$ cat src/rtl/golden_nonce_queue_pkg.sv
// Shared widths, limits and payload types for the golden nonce capture path.
package golden_nonce_queue_pkg;

    localparam int unsigned NONCE_W = 32;
    localparam int unsigned OVF_W   = 8;
    localparam logic [OVF_W-1:0] OVF_MAX = 8'hFF;

    typedef logic [NONCE_W-1:0] nonce_t;

    // Progress snapshot: running nonce and its matching hash word, captured together.
    typedef struct packed {
        nonce_t nonce;
        nonce_t hash;
    } snap_t;

    // Nonce correction applied before queuing; plain modulo-2^32 subtraction.
    function automatic nonce_t adj_nonce(input nonce_t gn, input nonce_t adj);
        return gn - adj;
    endfunction

endpackage

$ cat src/rtl/gn_fifo_fwft.sv
// First-word-fall-through queue with registered head, explicit count and full flag.
module gn_fifo_fwft #(
    parameter int unsigned DEPTH = 8,
    parameter int unsigned AW    = 3,
    parameter int unsigned W     = 32
) (
    input  logic          clk,
    input  logic          reset,
    input  logic          push,
    input  logic [W-1:0]  din,
    input  logic          pop,
    output logic [W-1:0]  dout,
    output logic [AW:0]   count,
    output logic          full
);

    localparam int unsigned CW = AW + 1;

    logic [W-1:0]  mem [DEPTH];
    logic [AW-1:0] wr_ptr;
    logic [AW-1:0] rd_ptr;
    logic [AW-1:0] rd_ptr_nx;
    logic          do_push;
    logic          do_pop;
    logic [CW-1:0] count_next;
    logic [W-1:0]  dout_next;

    // Accept/advance decisions and the value the head register takes after this edge.
    always_comb begin
        rd_ptr_nx  = rd_ptr + AW'(1);
        do_pop     = pop && (count != '0);
        do_push    = push && (!full || do_pop);
        count_next = count;
        if (do_push && !do_pop) begin
            count_next = count + CW'(1);
        end else if (!do_push && do_pop) begin
            count_next = count - CW'(1);
        end
        dout_next = dout;
        if (count_next == '0) begin
            dout_next = '0;
        end else if (do_push && ((count == '0) || ((count == CW'(1)) && do_pop))) begin
            // Queue was empty, or its only entry leaves: the incoming word becomes head.
            dout_next = din;
        end else if (do_pop) begin
            dout_next = mem[rd_ptr_nx];
        end
    end

    // Storage, pointers, count and head register.
    always_ff @(posedge clk) begin
        if (reset) begin
            for (int unsigned i = 0; i < DEPTH; i++) begin
                mem[i] <= '0;
            end
            wr_ptr <= '0;
            rd_ptr <= '0;
            count  <= '0;
            dout   <= '0;
            full   <= 1'b0;
        end else begin
            if (do_push) begin
                mem[wr_ptr] <= din;
                wr_ptr      <= wr_ptr + AW'(1);
            end
            if (do_pop) begin
                rd_ptr <= rd_ptr_nx;
            end
            count <= count_next;
            dout  <= dout_next;
            full  <= (count_next == CW'(DEPTH));
        end
    end

endmodule

$ cat src/rtl/golden_nonce_queue.sv
// Captures each new golden nonce from the miner core into a FWFT queue and
// keeps an atomic nonce2/hash2 snapshot for progress reporting.
module golden_nonce_queue
    import golden_nonce_queue_pkg::*;
#(
    parameter int unsigned DEPTH  = 8,
    parameter int unsigned AW     = 3,
    parameter logic [31:0] GN_ADJ = 32'd0
) (
    input  logic          clk,
    input  logic          reset,
    input  logic [31:0]   golden_nonce,
    input  logic [31:0]   nonce2,
    input  logic [31:0]   hash2,
    input  logic          rd_req,
    input  logic          snap_req,
    output logic [31:0]   out_nonce,
    output logic          out_valid,
    output logic [AW:0]   count,
    output logic [7:0]    overflow_cnt,
    output logic [31:0]   snap_nonce,
    output logic [31:0]   snap_hash
);

    localparam int unsigned CW = AW + 1;

    nonce_t gn_r;
    nonce_t gn_last;
    snap_t  snap_q;
    logic   hit;
    logic   pop_ok;
    logic   fifo_full;
    logic   fifo_push;
    logic   drop;

    // Change detector; a full queue accepts a hit only if a pop frees a slot this cycle.
    always_comb begin
        hit       = (gn_r != gn_last);
        pop_ok    = rd_req && (count != '0);
        fifo_push = hit && (!fifo_full || pop_ok);
        drop      = hit && fifo_full && !pop_ok;
    end

    gn_fifo_fwft #(
        .DEPTH (DEPTH),
        .AW    (AW),
        .W     (NONCE_W)
    ) u_fifo (
        .clk   (clk),
        .reset (reset),
        .push  (fifo_push),
        .din   (adj_nonce(gn_r, GN_ADJ)),
        .pop   (rd_req),
        .dout  (out_nonce),
        .count (count),
        .full  (fifo_full)
    );

    // Input register, last-hit tracker, valid flag, overflow saturator and snapshot.
    always_ff @(posedge clk) begin
        if (reset) begin
            gn_r         <= '0;
            gn_last      <= '0;
            out_valid    <= 1'b0;
            overflow_cnt <= '0;
            snap_q       <= '0;
        end else begin
            gn_r <= golden_nonce;
            if (hit) begin
                gn_last <= gn_r;
            end
            out_valid <= fifo_push || (count > CW'(1)) || ((count == CW'(1)) && !pop_ok);
            if (drop && (overflow_cnt != OVF_MAX)) begin
                overflow_cnt <= overflow_cnt + OVF_W'(1);
            end
            if (snap_req) begin
                snap_q.nonce <= nonce2;
                snap_q.hash  <= hash2;
            end
        end
    end

    assign snap_nonce = snap_q.nonce;
    assign snap_hash  = snap_q.hash;

endmodule

$ cat config.mk
export PLATFORM = sky130hd
export DESIGN_NAME = golden_nonce_queue
export DESIGN_NICKNAME = d
export VERILOG_FILES = /design/src/rtl/golden_nonce_queue_pkg.sv /design/src/rtl/gn_fifo_fwft.sv /design/src/rtl/golden_nonce_queue.sv
export SDC_FILE = /design/constraint.sdc
export NUM_CORES = 1
export LEC_CHECK = 0
export ABC_CLOCK_PERIOD_IN_PS = 4800
export CAP_MARGIN = 20
export CORE_AREA = 2 2 178 180
export DETAILED_ROUTE_END_ITERATION = 8
export DIE_AREA = 0 0 180 182
export HOLD_SLACK_MARGIN = 0.06
export PLACE_DENSITY = 0.85
export SLEW_MARGIN = 25
export SYNTH_ARGS = -nofsm -noshare
export SYNTH_HDL_FRONTEND = slang
export SYNTH_SLANG_ARGS = --single-unit
$ cat constraint.sdc
create_clock -name clk -period 4.8 [get_ports clk]
set_input_delay 0.96 -clock clk [delete_from_list [all_inputs] [get_ports clk]]
set_output_delay 0.96 -clock clk [all_outputs]
set_load 0.005 [all_outputs]
==> reports/qor.csv <==
stage,metric,value,unit
run_status,status,"complete, no violations",
sta,Final TNS setup,0,ns
clock_tree,cts bufs inserted,44,
sta,"Hold Vio Cnt, Final",0,
placed_design,Final GP Congestion,0.8278,
worst_setup_path,"Cell Chain, Critical Path",xor2_1 > nor4_4 > nand4_4 > nor2_1 > buf_4 > or2_1 > nor3_2 > buf_4 > or2_2,
sta,min Tclk post-route,3.646,ns
synthesis,share of the synthesized area in the top cell type,41.18,%
floorplan,DIE HEIGHT,182,microns
sta,period utilization,75.96,%
floorplan,num rows,65,
synthesis,Compound-Gate Fraction of Synth Area,3.706,%
detailed_routing,WL final,44760,microns
synthesis,Post-Synth Adder-Cell Area,0.4021,%
floorplan,Boundary Pins,209,
placed_design,Port Buf Inserts,208,
synthesis,Mapped Area,0.01867,sq mm
worst_setup_path,"Top cell by count, worst path",buf_4,
worst_setup_path,Worst path slowest cell,or2_2,
clock_tree,CTS tree,done,
global_routing,Overflow after GRT,0,
detailed_routing,initial DRC count,959,
clock_tree,clk buf depth,3,
floorplan,Initial Util,60.25,%
power,PwrDens,447.8,mW/mm^2
global_routing,first-pass GRT wire length,67640,microns
synthesis,mean post-synth cell area,13.46,sq um
placed_design,placed cell area,0.02107,sq mm
clock_tree,"Reg clk slew, reported paths",0.06,ns
detailed_routing,Avg WL per Cell,22.53,microns
synthesis,post-synthesis xor/xnor area fraction,2.198,%
power,VDD IR-drop max,0.3368,mV
detailed_routing,Vias/cell,5.858,
detailed_routing,DRC,0,
floorplan,Core Region,0.03099,sq mm
worst_setup_path,Crit Path Category,reg2reg,
synthesis,synthesized flop and latch total,436,
power,Leakage,8.376,nW
detailed_routing,iteration count of the initial detailed-routing pass,5,
clock_tree,"Clk Latency, worst-skew pair",0.54,ns
synthesis,"Seq/Total Area, Yosys",60.48,%
synthesis,main combinational cell family by area after synthesis,simple AND/OR/NAND/NOR gates,
synthesis,Most used DFF post-synth,edfxtp_1,
global_routing,initial antenna violation count,2,
placed_design,HPWL after DPL,26740,microns
worst_setup_path,CP Capture Type,register,
global_routing,number of global-route vias before repair,11830,
detailed_routing,via count,11640,
worst_setup_path,CP Data Required Time,4.96,ns
global_routing,gr usage total,26.96,%
placed_design,pre-CTS WS,0.7860,ns
synthesis,Simple-Gate Fraction of Synth Area,15.83,%
sta,Slew HR,28.90,%
cells_and_area,area grow syn2layout,20.25,%
worst_setup_path,CP Launch Type,register,
synthesis,Syn Nets,1493,
clock_tree,postcts setup bufs,0,
job,max-cap violation count,0,
synthesis,Synth area leader,edfxtp_1,
clock_tree,CTS sink cnt,436,
sta,fin worst setup slack,1.154,ns
synthesis,Synth area leaders,"edfxtp_1 (41%), dfxtp_1 (19%), and2_1 (8.6%)",
synthesis,synth unique cells,52,
cells_and_area,antenna cells,0,
cells_and_area,design area,0.02245,sq mm
hold_path,Hold WC Path Type,reg2reg,
cells_and_area,Nets,1655,
synthesis,Ys Warns,0,
global_routing,largest net degree at the start of global routing,80,
sta,Max Clk Rate,0.2743,GHz
floorplan,Die W,180,microns
sta,RSZ-0062 raised after global routing,false,
worst_setup_path,CP max stage delay,0.86,ns
clock_tree,root buffer cell,clkbuf_16,
detailed_routing,Post-DRT Antenna Nets,0,
clock_tree,H-Tree Level Count,2,
synthesis,"Async S/R FF share, synth",0,%
synthesis,Mapped Cells,1387,
sta,actual slew at the worst max-slew pin,1.066,ns
worst_setup_path,crit-path max FO,33,
sta,Clock Skew,0.01704,ns
sta,"Slew Viols, Final",0,
worst_setup_path,worst path arrival time,3.81,ns
cells_and_area,share of layout cells above drive strength 1,14.45,%
synthesis,proportion of synthesized area in mux cells,14.69,%
clock_tree,post-cts gate resize count,0,
floorplan,Die Area,0.03276,sq mm
clock_tree,Post-CTS Hold Fix Bufs,0,
synthesis,number of synthesized flops with an enable pin,256,
sta,Setup Viol. Count Final,0,
-- cells by family (layout without fill, tap and decap cells) --
group,after synthesis,after routing
multiplexers,194,194
AND/OR/NAND/NOR,503,503
adder cells (fa/ha/maj),6,6
XOR/XNOR,46,46
flip-flops,436,436
buffers and inverters,121,319
AO/OA/AOI/OAI,81,81
-- metrics by stage --
stage               power (W)  cells  util, %  hold slack, ns
finish                0.01005   1987    72.45          0.4912
global route          0.01041   1987    72.45          0.5121
CTS                   0.01009   1987    72.45          0.4970
detailed placement   0.006861   1905    68.01          0.4832
global placement     0.006779   1905    68.01          0.4725
floorplan            0.006064   1387        -          0.4400
-- path summary, 6_finish.rpt --
path         cells after the start                        start  slack [ns]                               to
max                              9           gn_r[2]$_SDFF_PP0_        1.15  u_fifo.mem[0][17]$_SDFFCE_PN0P_
min                              2  snap_nonce[19]$_SDFFE_PP0P_        0.49      snap_nonce[19]$_SDFFE_PP0P_
max reg2reg                      9           gn_r[2]$_SDFF_PP0_        1.15  u_fifo.mem[0][17]$_SDFFCE_PN0P_
min reg2reg                      2  snap_nonce[19]$_SDFFE_PP0P_        0.49      snap_nonce[19]$_SDFFE_PP0P_
-- registers in the layout (all words and copies together) (netlist names) --
register / count
u_fifo.mem: 256
gn_last: 32
gn_r: 32
snap_hash: 32
snap_nonce: 32
u_fifo.dout: 32
overflow_cnt: 8
u_fifo.count: 4
u_fifo.rd_ptr: 3
u_fifo.wr_ptr: 3
out_valid: 1
u_fifo.full: 1
-- final cells by class --
type | instances | area [sq um]
clock buffers | 62 | 1262
clock inverters | 20 | 112.6
fillers | 1976 | 8537
inverters | 4 | 15.01
multi-input cells | 830 | 6968
flip-flops and latches | 436 | 11290
well taps | 402 | 503.0
repair buffers | 233 | 2293
-- routing by layer --
metal	GRT usage, %	vias to the layer above	share of wire [%]
met1	34.38	5796	39
met2	47.17	516	51
met5	0	-	0.058
li1	-	5210	-
met4	9.333	4	2.8
met3	4.172	113	7.3
-- cell usage in the layout (no fill, tap or decap), types with 3 or more instances in the layout --
cell	synthesis	final
nand2_1	42	42
a21oi_1	3	3
xnor2_1	10	10
nand3_1	7	6
buf_4	0	24
nor3_2	2	5
nor3_1	6	3
and2_1	257	257
inv_1	3	3
xor2_1	35	34
clkbuf_16	0	46
clkdlybuf4s50_1	0	206
edfxtp_1	256	256
nor2_1	87	84
nor2_2	0	3
nor4_1	4	4
o21ai_0	35	35
mux2i_1	130	130
nor4_2	5	4
nor2b_1	65	65
mux4_2	64	64
ha_1	6	5
nor4_4	4	5
or2_2	8	8
clkbuf_1	98	10
clkinv_1	0	3
clkbuf_8	0	5
a211oi_2	30	30
clkinv_2	0	12
dfxtp_1	180	179
-- report_power, final --
part	leakage, nW	total (W)	switching, W	internal, W
Sequential	4.15	0.00447	0.000242	0.00422
Clock	0.684	0.00324	0.00140	0.00184
Combinational	3.54	0.00235	0.00121	0.00114
Total	8.38	0.0101	0.00285	0.00720
-- Yosys cell counts, drive strengths merged (8+ instances only) --
cell type and count:
edfxtp 256, buf 19, mux2i 130, nor4 13
xor2 36, or2 9, nand2 42, mux4 64
xnor2 10, dfxtp 180, a211oi 32, nor2b 65
nor3 8, clkbuf 98, and2 257, nor2 87
o21ai 38
-- worst max-delay path, delay by kind of cell, from the launching register on --
family / cells / cell delay, ns
flip-flops: 1 / 0.61
XOR/XNOR: 1 / 0.30
AND/OR/NAND/NOR: 6 / 1.72
buffers and inverters: 2 / 0.60
No activity file was read; power rests on OpenSTA's default activity.
